$ cat src/rtl/btn_evt_pkg.sv
// btn_evt_pkg: event codes, press FSM states and pending-slot type shared by the button event scheduler
package btn_evt_pkg;
  localparam logic [1:0] EVT_SHORT  = 2'd0;
  localparam logic [1:0] EVT_LONG   = 2'd1;
  localparam logic [1:0] EVT_REPEAT = 2'd2;
  typedef enum logic [1:0] {IDLE, PRESSED, HELD} state_t;
  typedef struct packed {
    logic       full;
    logic [1:0] typ;
  } slot_t;
endpackage

$ cat src/rtl/btn_press_fsm.sv
// btn_press_fsm: per-button press FSM posting SHORT/LONG (and REPEAT when BTN_EVT_REPEAT_EN) events
module btn_press_fsm
  import btn_evt_pkg::*;
#(
  parameter int LONG_MS   = 1000,
  parameter int REPEAT_MS = 200
) (
  input  logic       clk,
  input  logic       reset,
  input  logic       tick,
  input  logic       lvl,
  output logic       post,
  output logic [1:0] post_type,
  output logic       held
);
  state_t state, state_n;
  logic [15:0] cnt, cnt_n;
  always_ff @(posedge clk or posedge reset)
    if (reset) begin
      state <= IDLE;
      cnt   <= '0;
    end else begin
      state <= state_n;
      cnt   <= cnt_n;
    end
  // release is checked before tick so it wins a same-cycle tie
  always_comb begin
    state_n   = state;
    cnt_n     = cnt;
    post      = 1'b0;
    post_type = EVT_SHORT;
    case (state)
      IDLE: if (lvl) begin
        state_n = PRESSED;
        cnt_n   = '0;
      end
      PRESSED: if (!lvl) begin
        post    = 1'b1;
        state_n = IDLE;
      end else if (tick) begin
        if (cnt == 16'(LONG_MS - 1)) begin
          post      = 1'b1;
          post_type = EVT_LONG;
          state_n   = HELD;
          cnt_n     = '0;
        end else cnt_n = &cnt ? cnt : cnt + 16'd1;
      end
      HELD: begin
        if (!lvl) state_n = IDLE;
`ifdef BTN_EVT_REPEAT_EN
        else if (tick) begin
          if (cnt == 16'(REPEAT_MS - 1)) begin
            post      = 1'b1;
            post_type = EVT_REPEAT;
            cnt_n     = '0;
          end else cnt_n = &cnt ? cnt : cnt + 16'd1;
        end
`endif
      end
      default: state_n = IDLE;
    endcase
  end
  assign held = state == HELD;
endmodule

$ cat src/rtl/btn_event_scheduler.sv
// btn_event_scheduler: press FSMs, pending slots and round-robin valid/ready event port
// Optional REPEAT events are built when BTN_EVT_REPEAT_EN is defined.
module btn_event_scheduler
  import btn_evt_pkg::*;
#(
  parameter int N_BTN     = 4,
  parameter int CLK_HZ    = 100_000_000,
  parameter int TICK_HZ   = 1_000,
  parameter int LONG_MS   = 1000,
  parameter int REPEAT_MS = 200
) (
  input  logic                     clk,
  input  logic                     reset,
  input  logic [N_BTN-1:0]         i_btn_lvl,
  output logic                     o_evt_valid,
  input  logic                     i_evt_ready,
  output logic [$clog2(N_BTN)-1:0] o_evt_id,
  output logic [1:0]               o_evt_type,
  output logic                     o_evt_drop,
  output logic [N_BTN-1:0]         o_btn_held
);
  localparam int IW  = $clog2(N_BTN);
  localparam int DIV = CLK_HZ / TICK_HZ;
  localparam int TW  = DIV > 1 ? $clog2(DIV) : 1;
  logic [TW-1:0] tcnt;
  logic tick;
  assign tick = tcnt == TW'(DIV - 1);
  always_ff @(posedge clk or posedge reset)
    if (reset) tcnt <= '0;
    else tcnt <= tick ? '0 : tcnt + 1'b1;
  logic [N_BTN-1:0] post;
  logic [1:0] post_type [N_BTN];
  for (genvar g = 0; g < N_BTN; g++) begin : g_btn
    btn_press_fsm #(.LONG_MS(LONG_MS), .REPEAT_MS(REPEAT_MS)) u_fsm (
      .clk      (clk),
      .reset    (reset),
      .tick     (tick),
      .lvl      (i_btn_lvl[g]),
      .post     (post[g]),
      .post_type(post_type[g]),
      .held     (o_btn_held[g])
    );
  end
  slot_t slot [N_BTN];
  logic [IW-1:0] rr, win;
  logic found, load, drop_n;
  logic [N_BTN-1:0] clr, full;
  assign load = !o_evt_valid || i_evt_ready;
  // lowest offset from rr wins, so scan offsets from high to low
  always_comb begin
    found = 1'b0;
    win   = rr;
    for (int k = N_BTN - 1; k >= 0; k--)
      if (slot[(int'(rr) + k) % N_BTN].full) begin
        found = 1'b1;
        win   = IW'((int'(rr) + k) % N_BTN);
      end
    for (int i = 0; i < N_BTN; i++) begin
      full[i] = slot[i].full;
      clr[i]  = load && found && win == IW'(i);
    end
    drop_n = |(post & full & ~clr);
  end
  always_ff @(posedge clk or posedge reset)
    if (reset) begin
      for (int i = 0; i < N_BTN; i++) slot[i] <= '0;
      rr          <= '0;
      o_evt_valid <= 1'b0;
      o_evt_id    <= '0;
      o_evt_type  <= EVT_SHORT;
      o_evt_drop  <= 1'b0;
    end else begin
      o_evt_drop <= drop_n;
      for (int i = 0; i < N_BTN; i++)
        if (post[i] && (!full[i] || clr[i])) slot[i] <= '{full: 1'b1, typ: post_type[i]};
        else if (clr[i]) slot[i].full <= 1'b0;
      if (load) begin
        o_evt_valid <= found;
        if (found) begin
          o_evt_id   <= win;
          o_evt_type <= slot[win].typ;
          rr         <= IW'((int'(win) + 1) % N_BTN);
        end
      end
    end
endmodule

$ cat config.mk
export PLATFORM = sky130hd
export DESIGN_NAME = btn_event_scheduler
export DESIGN_NICKNAME = d
export VERILOG_FILES = /design/src/rtl/btn_evt_pkg.sv /design/src/rtl/btn_press_fsm.sv /design/src/rtl/btn_event_scheduler.sv
export SDC_FILE = /design/constraint.sdc
export NUM_CORES = 1
export LEC_CHECK = 0
export CORE_ASPECT_RATIO = 1.2
export CORE_UTILIZATION = 48
export CTS_CLUSTER_DIAMETER = 60
export DETAILED_ROUTE_END_ITERATION = 12
export HOLD_SLACK_MARGIN = 0.12
export SLEW_MARGIN = 20
export SYNTH_ARGS = -nofsm -noshare
export SYNTH_HDL_FRONTEND = slang
export SYNTH_SLANG_ARGS = --single-unit
$ cat constraint.sdc
create_clock -name clk -period 4 [get_ports clk]
set_input_delay 0.6 -clock clk [delete_from_list [all_inputs] [get_ports clk]]
set_output_delay 0.6 -clock clk [all_outputs]
set_load 0.02 [all_outputs]
# Word-level counts from Yosys, hierarchy flattened

Index checks and enable logic that the tools add are counted.
W data, S select, Z words.

Add/sub/neg operators: 9
Magnitude comparators: 5
Eq/ne operators: 44
Muxes and demuxes: 112
Bitwise operators: 11
Reduce and logical (&&, ||, !) cells: 49

Operator list:

| operator                | number |
|---|---|
| $mux W16                | 20 |
| $ge A32 B3 Y1 const B   | 4 |
| $pmux W16 S2            | 4 |
| $not A32 Y32            | 3 |
| $mux W2                 | 38 |
| $add A16 B1 Y16 const B | 4 |
| $eq A16 B10 Y1 const B  | 4 |
| $reduce_and A16 Y1      | 4 |
| $mux W1                 | 32 |
| $ne A2 B2 Y1 const B    | 16 |
| $not A2 Y32             | 1 |
| $bmux W3 S2             | 5 |
| $mux W3                 | 8 |
| $ne A3 B2 Y1 const B    | 8 |
| $pmux W2 S3             | 4 |
| $reduce_and A5 Y1       | 4 |
| $add A17 B1 Y17 const B | 1 |
| $eq A17 B17 Y1 const B  | 1 |
| $mux W17                | 1 |
| $reduce_and A4 Y1       | 4 |
| $reduce_bool A2 Y1      | 8 |
| $eq A2 B2 Y1 const B    | 6 |
| $ne A3 B3 Y1 const B    | 4 |
| $eq A2 B1 Y1 const B    | 5 |
| other kinds (14)        | 41 |

Register bits after elaboration: 109
Input bits: 7

# Longest topological paths before layout

Depth in word-level cells: 16
Mapped depth: 10
Gate-level depth less buffers: 10

# Modules after synthesis

A second synthesis with hierarchy kept.

Cells, all modules: 647
Area total of the unflattened synthesis: 6208.5 µm²

Modules (own cells, without submodules):

| module                              | times used | cells an instance | area an instance (µm²) | seq. area each (µm²) |
|---|---|---|---|---|
| btn_press_fsm at g_btn[0].u_fsm ... | 3          | 121               | 1094.8                 | 450.4 |
| btn_event_scheduler                 | 1          | 158               | 1776.7                 | 925.9 |
| btn_press_fsm at g_btn[3].u_fsm     | 1          | 126               | 1147.4                 | 450.4 |

# Worst setup path before layout

OpenSTA, ideal clock, no wires.

Kind: reg-to-reg
Start: register tcnt[0]
End: register g_btn[1].u_fsm.cnt[9]
Library setup time: 0.076 ns
Arrival: 1.988 ns
Setup slack: 1.936 ns
Stages on the path, launching flop included: 10
Clock period less this slack: 2.064 ns
Cell sequence: dfrtp_1 ha_1 and4_1 buf_2 nand4b_4 o21ai_1 nand2b_1 buf_6 or4_1 o21ai_1

Word-level cells in the longest chain between the ends: 3

Ends and longest elaborated chain:

| item                        | RTL line                  | RTL |
|---|---|---|
| start: declaration          | btn_event_scheduler.sv:25 | `logic [TW-1:0] tcnt;` |
| start signal: assignment    | btn_event_scheduler.sv:30 | `else tcnt <= tick ? '0 : tcnt + 1'b1;` |
| $eq A17 B17 Y1              | btn_event_scheduler.sv:27 | `assign tick = tcnt == TW'(DIV - 1);` |
| $ne A2 B2 Y1 (no line)      | --                        |  |
| $reduce_and A5 Y1 (no line) | --                        |  |
| end signal: assignment      | btn_press_fsm.sv:24       | `cnt <= cnt_n;` |
| end: declaration            | btn_press_fsm.sv:17       | `logic [15:0] cnt, cnt_n;` |

No other way between the ends.
A chain may end at the register's enable or synchronous reset.

# Final worst setup path

Same ends and word-level chain as after synthesis.

==> results_dict.tcl <==
set metrics [dict create \
    status "completed" \
    cts_buffer_depth 2 \
    drv_cap 0 \
    place_congestion 0.841 \
    grt_use_total_pct 22.4 \
    grt_start_max_net_pins 62 \
    final_nets 675 \
    ys_warn_count 0 \
    critPathMaxFanout 19 \
    io_buffers 15 \
    numCtsBuffers 9 \
    fmax_mhz 376 \
    p_leak_nw 2.61 \
    cp_top_family "simple AND/OR/NAND/NOR gates" \
    synthSimpleGateAreaFrac_pct 27.9 \
    hp-class "reg -> reg" \
    place.detailed.hpwl_mm 9.06 \
    power_frac_seq_pct 46.4 \
    grt_pass1_vias 4592 \
    path_cells "ha_1 -> and4_1 -> nand4b_4 -> o21ai_1 -> nand2b_1 -> or4_1 -> o21ai_1" \
    synth_fp_nets 672 \
    fin_crit_sh_pct 66.6 \
    synth_cell_types 55 \
    synth_top_family_by_area "simple AND/OR/NAND/NOR gates" \
    cp_slowest_stage_delay_ns 0.59 \
    tritoncts "built" \
    yosysTopAreaCell "dfrtp_1" \
    switchingPower_w 0.000684 \
    worstSetupPathType "reg -> reg" \
    switching_share_pct 27.5 \
    start_util_pct 49.6 \
    clk_pin_slew_ns 0.07 \
    drc 0 \
    core_sq_um 11700 \
    cts_num_sinks 104 \
    dr_total_vias 4978 \
    muxShareOfSynthArea_pct 0.346 \
    grt_overflow_total 0 \
    worstPathRequired_ns 4.28 \
    post-cts-setup-buffers 0 \
    p_per_area_nw_per_um2 391 \
    io_pins 17 \
    diodes 0 \
    worst_pin_slew_ns 0.775 \
    viasPerCell 6.06 \
    ys_ff_latch 104 \
    yosysTopAreaCellShare_pct 44.9 \
    critical_path_arrival_ns 2.95 \
    ctsResizeCount 0 \
    root_buffer "clkbuf_16" \
    netlist_instances 656 \
    initialDrtViolationCount 278 \
    utilization_pct 54.5 \
    finClkSkew_ns 0.00505 \
    cp-end-kind "flop" \
    synth_edf_count 0 \
    crit_path_frequent_cell "o21ai_1" \
    hold_violations 0 \
    critPathBufInv 0 \
    maxSlewViolCount 0 \
    layout_common_cells "104 x dfrtp_1, 80 x o21ai_0, 75 x nand2_1, 62 x nor2_1, 38 x nand3_1" \
    period_needed_ns 2.66 \
    ant_nets 0 \
    relSlewSlack_pct 48.3 \
    wl_per_cell_um 16.0 \
    rsz0062_at_grt "no" \
    clkLatencyLatePin_ns 0.36 \
    startpoint_type "flop" \
    die_h_um 122 \
    synth_fa_ha_area_share_pct 1.94 \
    wirelength_mm 13.2 \
    first_pass_iters 5 \
    ys_seq_area_share_pct 44.9 \
    synthArstFlopShare_pct 100 \
    fp.dieArea_sq_um 12500 \
    layout_commonest_cell "dfrtp_1" \
    die_x_um 102 \
    regArea_sq_um 2600 \
    synth.avg_cell_area_sq_um 8.83 \
    synthXorXnorAreaFrac_pct 2.12 \
    cts_hold_buf 0 \
    htreeDepth 3 \
    antenna_found_initial 0 \
    power.clock.fraction_pct 38.9 \
    multi_input_area_sq_um 2990 \
    area_growth_pct 9.94 \
    netlist_area_sq_um 5790 \
    p_int_w 0.00181 \
    setup_violations 0 \
    combPwrFrac_pct 14.8 \
    n_fill_cell 1064 \
    final_layout_size_suffix_gt1_share_pct 4.37 \
    synth_area_leaders "dfrtp_1 45%, o21ai_0 6.9%, nand2_1 4.9%, o31ai_1 4.7%, nor2_1 4.0%" \
    synth_ff_type "dfrtp_1" \
    grt_pass1_wl_mm 22.0 \
    rows 43 \
    synth-compound-area-share_pct 19.1 \
    peakVddDrop_mv 0.178 \
    finalSetupTns_ns 0 \
    crit_path_top_delay_cell "or4_1" \
]
==> cell usage after synthesis, types with 7 or more instances <==
cell type	number
nand2b_1	12
nand4_1	30
nand2_1	75
nor4_1	7
xor2_1	7
nor2b_1	16
dfrtp_1	104
buf_4	7
nor2_1	62
a21oi_1	20
inv_1	17
and3_1	15
clkbuf_1	11
nand3_1	38
a31oi_1	12
and4_1	7
o21ai_0	80
ha_1	9
nor3_1	11
o31ai_1	36
xnor2_1	7
==> worst reg2reg max path, stage by stage (launching register included) <==
cell      delay (ns)
dfrtp_1         0.39
ha_1            0.22
and4_1          0.37
nand4b_4        0.27
o21ai_1         0.24
nand2b_1        0.36
or4_1           0.60
o21ai_1         0.13
==> worst paths after layout <==
path,cells after the start,start,endpoint,slack (ns)
max,7,tcnt[0],g_btn[1].u_fsm.cnt[9],1.34
min,2,o_evt_id[0],o_evt_id[0],0.48
max reg2reg,7,tcnt[0],g_btn[1].u_fsm.cnt[9],1.34
min reg2reg,2,o_evt_id[0],o_evt_id[0],0.48
max in group asynchronous,3,reset,full[1],2.55
min in group asynchronous,2,reset,g_btn[0].u_fsm.state[1],0.74
==> cell families after synthesis <==
logic type	after synthesis
AO/OA/AOI/OAI	177
XOR/XNOR	14
adder cells (fa/ha/maj)	9
buffers and inverters	43
flip-flops	104
multiplexers	2
other	1
AND/OR/NAND/NOR	306
==> flip-flops by register name, indices dropped and copies added, names as in the netlist <==
| register | cells |
|---|---|
| tcnt | 17 |
| o_evt_valid | 1 |
| slot | 4 |
| rr | 2 |
| g_btn.u_fsm.state | 8 |
| o_evt_type | 1 |
| o_evt_id | 2 |
| g_btn.u_fsm.cnt | 64 |
| o_evt_drop | 1 |
| full | 4 |
==> per-layer routing <==
metal | share of wire [%] | routed length (um) | track usage (%) | vias up
met3 | 3.3 | 440 | 2.79 | 12
met5 | 0 | 0 | 0 | -
li1 | - | - | - | 2432
met2 | 48 | 6340 | 37.2 | 118
met1 | 47 | 6170 | 29.5 | 2416
met4 | 1.6 | 210 | 9.02 | 0
==> stage by stage <==
stage	worst slack [ns]	total power [W]	std cells	area [sq um]	hold slack [ns]
after CTS	1.12	0.00253	821	6360	0.481
after detailed placement	1.15	0.00155	805	6030	0.465
after global routing	1.12	0.00261	821	6370	0.504
final	1.34	0.00249	821	6370	0.476
after global placement	1.31	0.00154	805	6030	0.462
after floorplan	0.668	0.00143	656	5790	0.445
==> area by class of cell <==
| class | count | area share (%) |
|---|---|---|
| tap | 157 | 3.09 |
| inverter | 17 | 1.04 |
| timing repair buffer | 18 | 2.91 |
| clock inverter | 6 | 1.43 |
| clock buffer | 10 | 3.75 |
| sequential | 104 | 40.9 |
| multi-input combinational | 509 | 46.9 |
==> power groups by stage <==
stage / Sequential [W] / Clock, W / Combinational [W]
2_1_floorplan: 0.00118 / 0 / 0.000249
3_3_place_gp: 0.00117 / 0 / 0.000369
3_5_place_dp: 0.00117 / 0 / 0.000373
4_1_cts: 0.00115 / 0.000998 / 0.000374
5_1_grt: 0.00116 / 0.00104 / 0.000415
6_report: 0.00115 / 0.000967 / 0.000368
No activity file was read; power rests on OpenSTA's default activity.
